## config.mk

```make
export PLATFORM = sky130hd
export DESIGN_NAME = reaction_time_accumulator
export DESIGN_NICKNAME = d
export VERILOG_FILES = /design/src/rtl/reaction_time_accumulator_pkg.sv /design/src/rtl/full_adder_13bit.sv /design/src/rtl/reaction_time_accumulator.sv
export SDC_FILE = /design/constraint.sdc
export NUM_CORES = 1
export LEC_CHECK = 0
export CORE_ASPECT_RATIO = 1.25
export CORE_MARGIN = 8
export CORE_UTILIZATION = 25
export CTS_CLUSTER_SIZE = 12
export DETAILED_ROUTE_END_ITERATION = 8
export PLACE_DENSITY = 0.58
export SETUP_SLACK_MARGIN = 0.5
export SYNTH_ARGS = -nofsm -noshare
export SYNTH_HDL_FRONTEND = slang
export SYNTH_HIERARCHICAL = 1
export SYNTH_SLANG_ARGS = --single-unit
```

## constraint.sdc

```tcl
create_clock -name clk -period 16.8 [get_ports clk]
set_input_delay 3.36 -clock clk [delete_from_list [all_inputs] [get_ports clk]]
set_output_delay 3.36 -clock clk [all_outputs]
set_load 0.01 [all_outputs]
```

## src/rtl/reaction_time_accumulator_pkg.sv

```systemverilog
// Shared constants for the reaction-time accumulator: sample width, saturation
// ceiling and FSM state encodings.
package reaction_time_accumulator_pkg;

  localparam int              TIME_W   = 13;
  localparam logic [TIME_W-1:0] TIME_MAX = 13'h1FFF;

  localparam logic [1:0] ST_IDLE  = 2'd0;
  localparam logic [1:0] ST_ACCUM = 2'd1;
  localparam logic [1:0] ST_DONE  = 2'd2;

endpackage

```

## src/rtl/full_adder_13bit.sv

```systemverilog
// 13-bit ripple-carry adder with unsigned carry-out and signed overflow.
module full_adder_13bit
  import reaction_time_accumulator_pkg::*;
(
  input  logic [TIME_W-1:0] x,
  input  logic [TIME_W-1:0] y,
  input  logic              cin,
  output logic [TIME_W-1:0] sout,
  output logic              cout,
  output logic              overflow
);

  logic carry;
  logic c_msb;

  // Carry ripples through a variable so the chain is not one self-referencing vector.
  always_comb begin
    sout  = '0;
    carry = cin;
    c_msb = 1'b0;
    for (int i = 0; i < TIME_W; i++) begin
      if (i == TIME_W - 1) c_msb = carry;
      sout[i] = x[i] ^ y[i] ^ carry;
      carry   = (x[i] & y[i]) | (carry & (x[i] ^ y[i]));
    end
    cout     = carry;
    overflow = carry ^ c_msb;
  end

endmodule

```

## src/rtl/reaction_time_accumulator.sv

```systemverilog
// Collects N_TRIALS reaction times into a saturating total and reports the
// integer average once the round is complete.
module reaction_time_accumulator
  import reaction_time_accumulator_pkg::*;
#(
  parameter int N_TRIALS    = 4,
  parameter int LOG2_TRIALS = 2
) (
  input  logic              clk,
  input  logic              rst,
  input  logic              start,
  input  logic              sample_valid,
  input  logic [TIME_W-1:0] sample_ms,
  output logic              sample_ready,
  output logic [3:0]        trial_count,
  output logic [TIME_W-1:0] total_ms,
  output logic [TIME_W-1:0] average_ms,
  output logic              saturated,
  output logic              done
);

  logic [1:0]        state;
  logic [TIME_W-1:0] add_sum;
  logic              add_cout;
  logic              unused_ovf;
  logic [TIME_W-1:0] sum_nxt;
  logic [3:0]        cnt_nxt;
  logic              xfer;
  logic              last;

  full_adder_13bit u_add (
    .x        (total_ms),
    .y        (sample_ms),
    .cin      (1'b0),
    .sout     (add_sum),
    .cout     (add_cout),
    .overflow (unused_ovf)
  );

  assign sample_ready = (state == ST_ACCUM);
  assign done         = (state == ST_DONE);

  // start wins over a same-cycle sample, so the sample is dropped.
  assign xfer    = sample_ready & sample_valid & ~start;
  assign sum_nxt = (saturated | add_cout) ? TIME_MAX : add_sum;
  assign cnt_nxt = trial_count + 4'd1;
  assign last    = (cnt_nxt == 4'(N_TRIALS));

  always_ff @(posedge clk) begin
    if (rst) begin
      state       <= ST_IDLE;
      trial_count <= '0;
      total_ms    <= '0;
      average_ms  <= '0;
      saturated   <= 1'b0;
    end else if (start) begin
      state       <= ST_ACCUM;
      trial_count <= '0;
      total_ms    <= '0;
      saturated   <= 1'b0;
    end else if (xfer) begin
      total_ms    <= sum_nxt;
      saturated   <= saturated | add_cout;
      trial_count <= cnt_nxt;
      if (last) begin
        state      <= ST_DONE;
        average_ms <= sum_nxt >> LOG2_TRIALS;
      end
    end else if (state != ST_IDLE && state != ST_ACCUM && state != ST_DONE) begin
      state <= ST_IDLE;
    end
  end

endmodule

```

=== Yosys cells after proc, flatten, opt, wreduce, memory -nomap -nowiden ===
Index checks and enable logic that the tools add are counted.

* Register bits after elaboration: 31
* Bits of input ports: 17
* Output and inout bits: 33

* Add/sub/neg operators: 1
* Equality and inequality tests: 7
* Mux-type cells: 5
* Bitwise logic cells: 66
* Reductions and logical operators: 9

{| class="wikitable"
|+ Operator list
! kind !! number
|-
| 1-bit AND || 27
|-
| 1-bit XOR || 25
|-
| 13-bit two-way mux || 1
|-
| 1-bit OR || 13
|-
| 2-bit two-way mux || 3
|-
| 4-bit by 1-bit adder with 4-bit output (second input constant) || 1
|-
| 4-bit by 3-bit equality test with 1-bit output (second input constant) || 1
|-
| 2-bit by 1-bit != test with 1-bit output (second input constant) || 2
|-
| 2-bit AND reduction || 2
|-
| 2-bit nonzero test || 2
|-
| 3-bit by 2-bit != test with 1-bit output (second input constant) || 1
|-
| 3-bit AND reduction || 1
|-
| 3-bit nonzero test || 1
|-
| 2-bit by 1-bit equality test with 1-bit output (second input constant) || 1
|-
| 2-bit equality test (second input constant) || 1
|-
| 1-bit logical AND || 2
|-
| 2-bit != test (second input constant) || 1
|-
| 2-bit OR reduction || 1
|-
| 1-bit two-way mux || 1
|-
| 1-bit NOT || 1
|}

=== Longest topological paths before layout ===
* Depth in word-level cells: 27
* Gate-level depth with buffers: 21
* Mapped depth without buffers: 20

=== Hierarchy ===
Netlist, hierarchy kept.

{| class="wikitable"
|+ By module, submodules not included
! module !! times used !! cells an instance !! area each (sq um) !! seq. area each (sq um)
|-
| reaction_time_accumulator || 1 || 135 || 1301.2 || 620.6
|-
| full_adder_13bit || 1 || 24 || 306.5 || 0.0
|}

=== Least setup slack after synthesis ===
OpenSTA, ideal clock, no wires.

* Path kind: in2reg
* From: input port sample_ms[0]
* To: register average_ms[2]
* Setup time: 146 ps
* Arrival time: 8843 ps
* Required time: 16654 ps
* Setup slack: 7811 ps
* Cell stages on the path: 21
* Buffers on the path: 1
* Path through: fa_1 -> inv_1 -> fa_1 -> inv_1 -> fa_1 -> fa_1 -> fa_1 -> fa_1 -> fa_1 -> fa_1 -> fa_1 -> fa_1 -> fa_1 -> fa_1 -> inv_1 -> fa_1 -> inv_1 -> or2_2 -> clkbuf_1 -> nor2_1 -> a211oi_2

* Word-level cells in the longest chain between the ends: 27
* Elaborated cells on any way between the ends: 28
* Classes of those cells: 1 x mux; 27 x bitwise

{| class="wikitable"
|+ RTL lines
! element !! line !! RTL
|-
| start: declaration || reaction_time_accumulator.sv:13 || <nowiki>input logic [TIME_W-1:0] sample_ms,</nowiki>
|-
| 1-bit AND (2 in a row) || full_adder_13bit.sv:24 || <nowiki>carry = (x[i] & y[i]) | (carry & (x[i] ^ y[i]));</nowiki>
|-
| 1-bit OR || full_adder_13bit.sv:24 ||
|-
| 1-bit AND || full_adder_13bit.sv:24 ||
|-
| 1-bit OR || full_adder_13bit.sv:24 ||
|-
| 1-bit AND || full_adder_13bit.sv:24 ||
|-
| 1-bit OR || full_adder_13bit.sv:24 ||
|-
| 1-bit AND || full_adder_13bit.sv:24 ||
|-
| 1-bit OR || full_adder_13bit.sv:24 ||
|-
| [... 11 more ...] || - ||
|-
| 1-bit OR || full_adder_13bit.sv:24 ||
|-
| 1-bit AND || full_adder_13bit.sv:24 ||
|-
| 1-bit OR || full_adder_13bit.sv:24 ||
|-
| 1-bit AND || full_adder_13bit.sv:24 ||
|-
| 1-bit OR || full_adder_13bit.sv:24 ||
|-
| via add_cout || reaction_time_accumulator.sv:24 || <nowiki>logic add_cout;</nowiki>
|-
| 1-bit OR || reaction_time_accumulator.sv:45 || <nowiki>assign sum_nxt = (saturated | add_cout) ? TIME_MAX : add_sum;</nowiki>
|-
| 13-bit two-way mux || reaction_time_accumulator.sv:45 ||
|-
| end signal: assignment || reaction_time_accumulator.sv:67 || <nowiki>average_ms <= sum_nxt >> LOG2_TRIALS;</nowiki>
|-
| end: declaration || reaction_time_accumulator.sv:17 || <nowiki>output logic [TIME_W-1:0] average_ms,</nowiki>
|}

The timed path passes the listed nets, and every way through them passes these cells.
A chain may end at the register's enable or synchronous reset.

=== Final worst setup path ===
* From: input port sample_ms[0]
* To: register total_ms[7]

* Word-level cells in the longest chain between the ends: 27
* Elaborated cells on any way between the ends: 28
* Classes of those cells: 1 x mux; 27 x bitwise

{| class="wikitable"
|+ RTL lines
! element !! line !! RTL
|-
| 1-bit AND (2 in a row) || full_adder_13bit.sv:24 ||
|-
| 1-bit OR || full_adder_13bit.sv:24 ||
|-
| 1-bit AND || full_adder_13bit.sv:24 ||
|-
| 1-bit OR || full_adder_13bit.sv:24 ||
|-
| 1-bit AND || full_adder_13bit.sv:24 ||
|-
| 1-bit OR || full_adder_13bit.sv:24 ||
|-
| 1-bit AND || full_adder_13bit.sv:24 ||
|-
| 1-bit OR || full_adder_13bit.sv:24 ||
|-
| [... 11 more ...] || - ||
|-
| 1-bit OR || full_adder_13bit.sv:24 ||
|-
| 1-bit AND || full_adder_13bit.sv:24 ||
|-
| 1-bit OR || full_adder_13bit.sv:24 ||
|-
| 1-bit AND || full_adder_13bit.sv:24 ||
|-
| 1-bit OR || full_adder_13bit.sv:24 ||
|-
| via add_cout || reaction_time_accumulator.sv:24 ||
|-
| 1-bit OR || reaction_time_accumulator.sv:45 ||
|-
| 13-bit two-way mux || reaction_time_accumulator.sv:45 ||
|-
| end signal: assignment || reaction_time_accumulator.sv:62 || <nowiki>total_ms <= sum_nxt;</nowiki>
|-
| end: declaration || reaction_time_accumulator.sv:16 || <nowiki>output logic [TIME_W-1:0] total_ms,</nowiki>
|}

The timed path passes the listed nets, and every way through them passes these cells.

==> results by group <==
Floorplanning
  – Initial Util: 25.9%
  – Core Area: 0.00617 mm²
  – FP Rows: 32
  – I/O pin cnt: 50
  – Die area: 0.00923 mm²
  – Die Wd: 87.5 µm
  – Chip Height: 105 µm

Clock tree
  – H-tree depth: 2
  – CTS Hold Bufs: 0
  – Clock sink count: 31
  – # resized after CTS: 0
  – Clk_lat worst skew: 0.28 ns
  – Post-CTS Setup Inserts: 0
  – Clock buffer depth: 2
  – Cts bufs inserted: 5
  – Clk root buf: clkbuf_8
  – Clock slew at reported path FFs: 0.06 ns
  – CTS tree: built

Logic synthesis
  – Syn_area_per_cell: 10.1 µm²
  – Synthesized instance count: 158
  – Synth warn: 6
  – Synth Cell Area: 0.00160 mm²

Global route
  – Met1 usage in global routing: 10.9%
  – Gr ovfl total: 0
  – Vias in the first global route: 1351
  – First-pass GRT wire length: 6.76 mm
  – Global routing's busiest layer: met2
  – Largest net degree at the start of global routing: 25
  – Met3 Usage GRT: 4.12%
  – GR met2 Demand/Resource: 14.7%
  – Initial antenna violation count: 0
  – Tot GR Track Use: 9.27%

Detailed routing
  – Remaining DRCs: 0
  – Routed WL: 4.07 mm
  – Vias/cell: 4.36
  – Initial DRC count: 62
  – Via Count: 1252
  – Antenna viol nets, final: 0
  – Drt pass-1 iters: 4
  – Routed WL per cell: 14.2 µm

Hold path
  – Hold Crit Start: saturated$_SDFFE_PP0P_
  – Hold endpoint: saturated$_SDFFE_PP0P_
  – Hold path cells: 2
  – Worst hold path class: register to register

Run status
  – Outcome: complete, no violations

Placement
  – Pre-CTS setup slack: 7.26 ns
  – GPL Wtd Cong: 0.717
  – Port-buffer cells: 47
  – DP HPWL: 3.02 mm

Worst setup path
  – Critical path fanouts, max: 13
  – CP endpoint kind: register
  – Kind of critical path: input pin to register
  – Critical path data required time: 16.95 ns
  – R2R cell count: 20
  – Flop2flop setup slack: 10.82 ns
  – Reg2reg start: total_ms[0]$_SDFFE_PP0P_
  – Critical Path Source Type: input pin
  – Crit path arrival time: 9.32 ns
  – Reg2reg end: total_ms[7]$_SDFFE_PP0P_

STA
  – Slew Limit Fails: 0
  – Hold Fails Final Rpt: 0
  – Setup TNS: 0 ns
  – Clock Skews: 0.0114 ns
  – PnR worst setup slack: 7.62 ns
  – RSZ-0062 raised after global routing: false
  – Max Freq: 109 MHz
  – Least-Margin Pin Slew: 0.907 ns
  – Worst slew margin: 39.3%
  – Final min period: 9.18 ns
  – Final Setup Violations: 0
  – Tcrit/Tclk final: 54.6%

Final layout
  – # nets final: 233
  – Share of layout cells above drive strength 1: 12.9%
  – P&R area growth vs syn: 36.9%
  – N_diodes: 0

Power and ir drop
  – Clock power share: 37.9%
  – P_sw: 0.0000400 W
  – Pleak: 0.785 nW
  – P per Cell Area: 71.6 mW/mm²
  – Flop pwr share: 48.3%
  – Switching portion of total power: 25.6%
  – Maximum VDD drop: 0.0258 mV
  – Gate power share: 13.8%
  – Internal power: 0.000117 W

Run
  – Max cap viols: 0
## metrics by stage
stage                power, W  utilization (%)  hold WS (ns)  cells  instance area (µm²)
floorplan           0.0000901                -         0.514    160                 1610
global placement    0.0000991             34.1         0.487    280                 2100
detailed placement  0.0000990             34.1         0.492    280                 2100
CTS                  0.000159             35.5         0.514    287                 2190
global route         0.000165             35.5         0.525    287                 2190
finish               0.000157             35.5         0.519    287                 2190
## critical path, cell delays in order
cell	delay [ns]
clkdlybuf4s50_1	0.43
fa_1	0.42
inv_1	0.07
fa_1	0.15
inv_1	0.05
fa_1	0.37
fa_1	0.39
fa_1	0.39
fa_1	0.39
fa_1	0.39
fa_1	0.39
fa_1	0.38
fa_1	0.38
fa_1	0.38
fa_1	0.37
inv_1	0.08
fa_1	0.16
inv_1	0.04
or2_2	0.38
nor2_1	0.24
a211oi_1	0.10
## layout by cell type (no fill, tap or decap), drive strengths merged, types with 2 or more instances in the layout
master	count
a211oi	25
a21oi	13
clkbuf	6
clkdlybuf4s50	47
conb	3
dfxtp	31
fa	13
inv	13
nor2	34
nor2b	2
or2	2
## power groups by stage
stage	Clock (W)	Sequential (W)	Combinational [W]
final	0.0000593	0.0000757	0.0000217
after global routing	0.0000651	0.0000758	0.0000245
after CTS	0.0000616	0.0000757	0.0000219
after detailed placement	0	0.0000774	0.0000217
after global placement	0	0.0000774	0.0000217
after floorplan	0	0.0000775	0.0000126
## per-layer routing
metal,vias up,share of wire (%)
met3,4,7.8
met2,34,46
li1,614,-
met1,600,45
met5,-,0
met4,0,1.1
## worst max-delay path by stage
stage | startpoint | to | slack, ns | depth (start not counted)
CTS | sample_ms[0] | average_ms[9]$_SDFFE_PP0P_ | 7.61 | 21
global placement | sample_ms[0] | average_ms[7]$_SDFFE_PP0P_ | 7.40 | 21
detailed placement | sample_ms[0] | average_ms[9]$_SDFFE_PP0P_ | 7.26 | 21
floorplan | sample_ms[0] | average_ms[2]$_SDFFE_PP0P_ | 7.91 | 21
finish | sample_ms[0] | total_ms[7]$_SDFFE_PP0P_ | 7.62 | 21
global route | sample_ms[0] | average_ms[9]$_SDFFE_PP0P_ | 7.31 | 21
## flip-flops by register name, summed over array words and instances, names as in the netlist
register     flops
total_ms        13
average_ms      11
trial_count      4
state            2
saturated        1
## final cells by class
type / count / area (µm²)
inverter: 13 / 48.8
multi-input combinational: 103 / 848
clock inverter: 1 / 5.00
clock buffer: 6 / 82.6
tap: 85 / 106
sequential: 31 / 621
fill: 661 / 3980
timing repair buffer: 48 / 478
Note: power is estimated with default switching activity, not from simulation.
